===== config.mk =====
export PLATFORM = sky130hd
export DESIGN_NAME = qupls_blend_pipe
export DESIGN_NICKNAME = d
export VERILOG_FILES = /design/src/rtl/qupls_blend_pipe_pkg.sv /design/src/rtl/qupls_blend_chan.sv /design/src/rtl/qupls_blend_pipe.sv
export SDC_FILE = /design/constraint.sdc
export NUM_CORES = 2
export LEC_CHECK = 0
export CAP_MARGIN = 15
export CORE_ASPECT_RATIO = 1.4
export CORE_MARGIN = 2
export CORE_UTILIZATION = 50
export CTS_CLUSTER_SIZE = 25
export DETAILED_ROUTE_END_ITERATION = 10
export HOLD_SLACK_MARGIN = 0.12
export PLACE_DENSITY_LB_ADDON = 0.12
export SLEW_MARGIN = 0
export SYNTH_ARGS = -nofsm -noshare
export SYNTH_HDL_FRONTEND = slang
export SYNTH_SLANG_ARGS = --single-unit

===== constraint.sdc =====
create_clock -name clk -period 2.2 [get_ports clk]
set_input_delay 0.44 -clock clk [delete_from_list [all_inputs] [get_ports clk]]
set_output_delay 0.44 -clock clk [all_outputs]
set_load 0.05 [all_outputs]

===== src/rtl/qupls_blend_pipe_pkg.sv =====
// Shared Qupls blend definitions: mode encoding and default geometry.
package qupls_blend_pipe_pkg;

    localparam int QUPLS_CW   = 10;
    localparam int QUPLS_SW   = 32;
    localparam int QUPLS_NPIX = 2;

    typedef enum logic [1:0] {
        BM_BLEND = 2'd0,
        BM_ADDS  = 2'd1,
        BM_SUBS  = 2'd2,
        BM_MUL   = 2'd3
    } blend_mode_e;

endpackage


===== src/rtl/qupls_blend_chan.sv =====
// One colour channel: products/partial sum in stage 1,
// rounding and saturation in stage 2.
module qupls_blend_chan
    import qupls_blend_pipe_pkg::*;
#(
    parameter int CW = QUPLS_CW
) (
    input  logic          clk,
    input  logic          rst_n,
    input  logic          en1,
    input  logic          en2,
    input  logic [1:0]    mode,
    input  logic [CW-1:0] a,
    input  logic [CW-1:0] c0,
    input  logic [CW-1:0] c1,
    output logic [CW-1:0] r
);

    localparam int PW = 2*CW+2;
    localparam logic [PW-1:0] MX   = {{(CW+2){1'b0}}, {CW{1'b1}}};
    localparam logic [PW-1:0] HALF = MX - (MX >> 1);

    blend_mode_e   m0;
    blend_mode_e   m1;
    logic [PW-1:0] ax, c0x, c1x, nax;
    logic [PW-1:0] p0, p1, ps;
    logic [PW-1:0] s1;
    logic [PW-1:0] q;
    logic [CW-1:0] rn;

    assign m0  = blend_mode_e'(mode);
    assign ax  = PW'(a);
    assign c0x = PW'(c0);
    assign c1x = PW'(c1);
    assign nax = MX - ax;

    always_comb begin
        p0 = ((m0 == BM_MUL) ? c1x : ax) * c0x;
        p1 = nax * c1x;
        ps = '0;
        unique case (m0)
            BM_BLEND: ps = p0 + p1 + HALF;
            BM_ADDS:  ps = c0x + c1x;
            BM_SUBS:  ps = (c0x >= c1x) ? c0x - c1x : '0;
            BM_MUL:   ps = p0 + HALF;
        endcase
    end

    // BLEND and MUL carry a fixed-point product; the rest are integer.
    always_comb begin
        q  = s1;
        if (m1 == BM_BLEND || m1 == BM_MUL)
            q = s1 >> CW;
        rn = (q > MX) ? {CW{1'b1}} : q[CW-1:0];
    end

    always_ff @(posedge clk or negedge rst_n) begin
        if (!rst_n) begin
            s1 <= '0;
            m1 <= BM_BLEND;
        end else if (en1) begin
            s1 <= ps;
            m1 <= m0;
        end
    end

    always_ff @(posedge clk or negedge rst_n) begin
        if (!rst_n)
            r <= '0;
        else if (en2)
            r <= rn;
    end

endmodule


===== src/rtl/qupls_blend_pipe.sv =====
// Two-stage per-channel blend/arith pipeline over NPIX packed
// RGB pixels, with valid/ready flow control.
module qupls_blend_pipe
    import qupls_blend_pipe_pkg::*;
#(
    parameter int CW   = QUPLS_CW,
    parameter int SW   = QUPLS_SW,
    parameter int NPIX = QUPLS_NPIX
) (
    input  logic               clk,
    input  logic               rst_n,
    input  logic               in_valid,
    output logic               in_ready,
    input  logic [1:0]         mode,
    input  logic [NPIX*SW-1:0] a,
    input  logic [NPIX*SW-1:0] c0,
    input  logic [NPIX*SW-1:0] c1,
    output logic               out_valid,
    input  logic               out_ready,
    output logic [NPIX*SW-1:0] o,
    output logic               busy
);

    logic v1, v2, adv;

    assign adv       = !v2 || out_ready;
    assign in_ready  = adv;
    assign out_valid = v2;
    assign busy      = v1 || v2;

    always_ff @(posedge clk or negedge rst_n) begin
        if (!rst_n) begin
            v1 <= 1'b0;
            v2 <= 1'b0;
        end else if (adv) begin
            v1 <= in_valid;
            v2 <= v1;
        end
    end

    for (genvar p = 0; p < NPIX; p++) begin : g_pix
        for (genvar ch = 0; ch < 3; ch++) begin : g_chan
            localparam int B = p*SW + ch*CW;
            qupls_blend_chan #(.CW(CW)) u_chan (
                .clk   (clk),
                .rst_n (rst_n),
                .en1   (adv && in_valid),
                .en2   (adv && v1),
                .mode  (mode),
                .a     (a[B +: CW]),
                .c0    (c0[B +: CW]),
                .c1    (c1[B +: CW]),
                .r     (o[B +: CW])
            );
        end
        if (SW > 3*CW) begin : g_pad
            localparam int PB = p*SW + 3*CW;
            logic unused_pad;
            assign unused_pad = ^{a[PB +: SW-3*CW],
                                  c0[PB +: SW-3*CW],
                                  c1[PB +: SW-3*CW]};
            assign o[PB +: SW-3*CW] = '0;
        end
    end

endmodule


==> results.cfg <==
[clocking]
cts_buffer_depth = 2
clockRootBuffer = clkbuf_16
clkSinkCount = 196
path_clk_slew_ns = 0.07
clk_latency_ns = 0.45
cts_buffers = 17
cts_tree = built
htreeDepth = 4

[sta]
relSlewSlack_pct = 52.1
post-route-period-util_pct = 398
finalMaxSlewViolations = 0
hold_slack_ns = 0.481
fmax_mhz = 114
setup_viol = 150
fin_crit_ns = 8.75
setup-tns-final_ns = -670.43
hold_violations = 0
tightest_slew_ns = 0.713
skew_ns = 0.0126
rsz0062_at_grt = true
timing.final.ws_setup_ns = -6.55

[flow_run]
cap_violations = 0

[yosys]
synth_most_common_cell = inv_1
synth_common_cells = 1274 x inv_1, 888 x fa_1, 882 x ha_1
synth_area_per_cell_um2 = 8.33
yosys_warnings = 0
yosys.area.top_type = fa_1
synth_edf_count = 0
synth_area_leaders = fa_1 29%, ha_1 18%, dfrtp_1 7.9%
ys.flop_type = dfrtp_1
synth-seq-cells = 196
syn_area_um2 = 62200
ys_types = 92
synthCells = 7459
seq_area_frac_synth_pct = 7.89
synth.top_cell.area_share_pct = 28.6
synthArstFlopShare_pct = 100

[route]
post-route-drc-count = 0
drt-total-wl_um = 209000
postRouteAntennaNets = 0
first_iter_violations = 2923
drt-pass1-iter-count = 5
vias_per_cell = 5.46
routedWlPerCell_um = 19.4
vias = 59000

[floorplan]
coreArea_um2 = 124000
num_io_pins = 265
start_util_pct = 50.2
die-height_um = 421
die_x_um = 302
die_area_um2 = 127000
rows = 153

[global_route]
antenna_found_initial = 10
gr-max-usage-layer = met2
grt-ovfl-total = 0
grtUsageTotal_pct = 33.0
use_met1_pct = 36.2
grt_max_degree = 59
grt_pass1_wl_um = 329000
grtUsageMet3_pct = 3.37
grt_pass1_vias = 63000
gr-usage-met2_pct = 60.3

[placement]
dpl_worst_slack_ns = -7.38
post-dp-hpwl_um = 178000
portBuffers = 248
place.gp.congestion = 0.941
placed_cell_area_um2 = 78700

[finish]
nets = 11100
postLayoutCellArea_um2 = 82600
drive_gt1_share_pct = 24.8
syn2layout_area_growth_pct = 32.8

[critical_path]
critPathMaxFanout = 7
arrival_ns = 9.09
critPathKind = in -> reg
max_stage_delay_ns = 0.54
required_ns = 2.54
worst_setup_path_start_kind = input port
setup.worst_path.end_class = flip-flop
critPathSlowestCell = fa_1
crit_path_frequent_cell = fa_1

[run_status]
outcome = finished, violations left
violations = setup timing

[hold_path]
hold_class = reg -> reg
-- cell type report --
type | instances | area (µm²)
multi-input cells | 5702 | 54100
fillers | 10600 | 41300
repair buffers | 1949 | 16000
flip-flops and latches | 196 | 4900
inverters | 1292 | 4850
well taps | 1627 | 2040
clock buffers | 19 | 453
clock inverters | 11 | 166
diodes | 5 | 12.5
-- worst max-delay path: cells and delay by family --
family | cells | cell delay, ns
XOR/XNOR | 2 | 0.27
adder cells (fa/ha/maj) | 11 | 4.56
AO/OA/AOI/OAI | 11 | 2.08
AND/OR/NAND/NOR | 4 | 0.37
buffers and inverters | 14 | 1.33
-- per-layer routing --
layer	up-vias	wire length, µm
met5	-	39
met4	8	15600
met3	661	8890
met2	1666	108000
met1	29100	76400
li1	27500	-
-- state kept, by name (all words and copies together), names as in the netlist --
signal and cells:
v1 1, g_pix.g_chan.u_chan.m1 2, g_pix.g_chan.u_chan.s1 132, out_valid 1, g_pix.g_chan.u_chan.r 60
-- through the flow --
stage	cells	utilization [%]
after floorplan	7462	-
after global routing	10800	66.7
after global placement	10700	63.5
after CTS	10700	65.4
after detailed placement	10700	63.5
final	10800	66.7
-- cells in the final DEF (no fill, tap or decap), types with 131 or more instances in the layout --
cell type,instances
a21oi_1,237
and2_1,200
buf_4,1612
clkdlybuf4s50_1,203
dfrtp_1,196
fa_1,872
ha_1,832
inv_1,1219
nand2_1,639
nand2b_1,441
nor2_1,509
nor2b_1,180
o21ai_0,163
xnor2_1,131
-- cells by family (layout without fill, tap and decap cells) --
family                     after synthesis  in the layout  synth area share (%)
and+or+nand+nor                       2426           2427                  19.4
adders and majority gates             1770           1770                  46.4
buffers and inverters                 1565           3271                  9.48
AOI/OAI and AO/OA                     1238           1238                  13.1
xor gates and xnor gates               240            240                  3.41
DFF                                    196            196                  7.89
muxes                                   23             23                 0.401
other                                    1              9               0.00603
-- timing repair --
action,in CTS,in global routing
endpoints found under the hold margin,52,0
setup endpoints to repair,155,167
resized for setup,296,257
pin swaps,148,200
buffers inserted,53,61
hold buffers,1,0
cloned,2,3
-- worst paths after layout --
check	from	end	slack, ns	depth (start not counted)
worst max-delay path	mode[1]	g_pix[1].g_chan[0].u_chan.s1[21]	-6.55	42
worst min-delay path	g_pix[1].g_chan[1].u_chan.s1[0]	g_pix[1].g_chan[1].u_chan.s1[0]	0.48	2
worst max register to register	out_valid	g_pix[1].g_chan[1].u_chan.s1[20]	0.19	6
worst min register to register	g_pix[1].g_chan[1].u_chan.s1[0]	g_pix[1].g_chan[1].u_chan.s1[0]	0.48	2
max in group asynchronous	rst_n	g_pix[1].g_chan[1].u_chan.s1[14]	0.90	3
min in group asynchronous	rst_n	g_pix[1].g_chan[1].u_chan.s1[7]	0.55	2
Power is left out: the tool's default activity adds up to more than one toggle a clock period on the data nets, which glitch-free logic cannot reach.
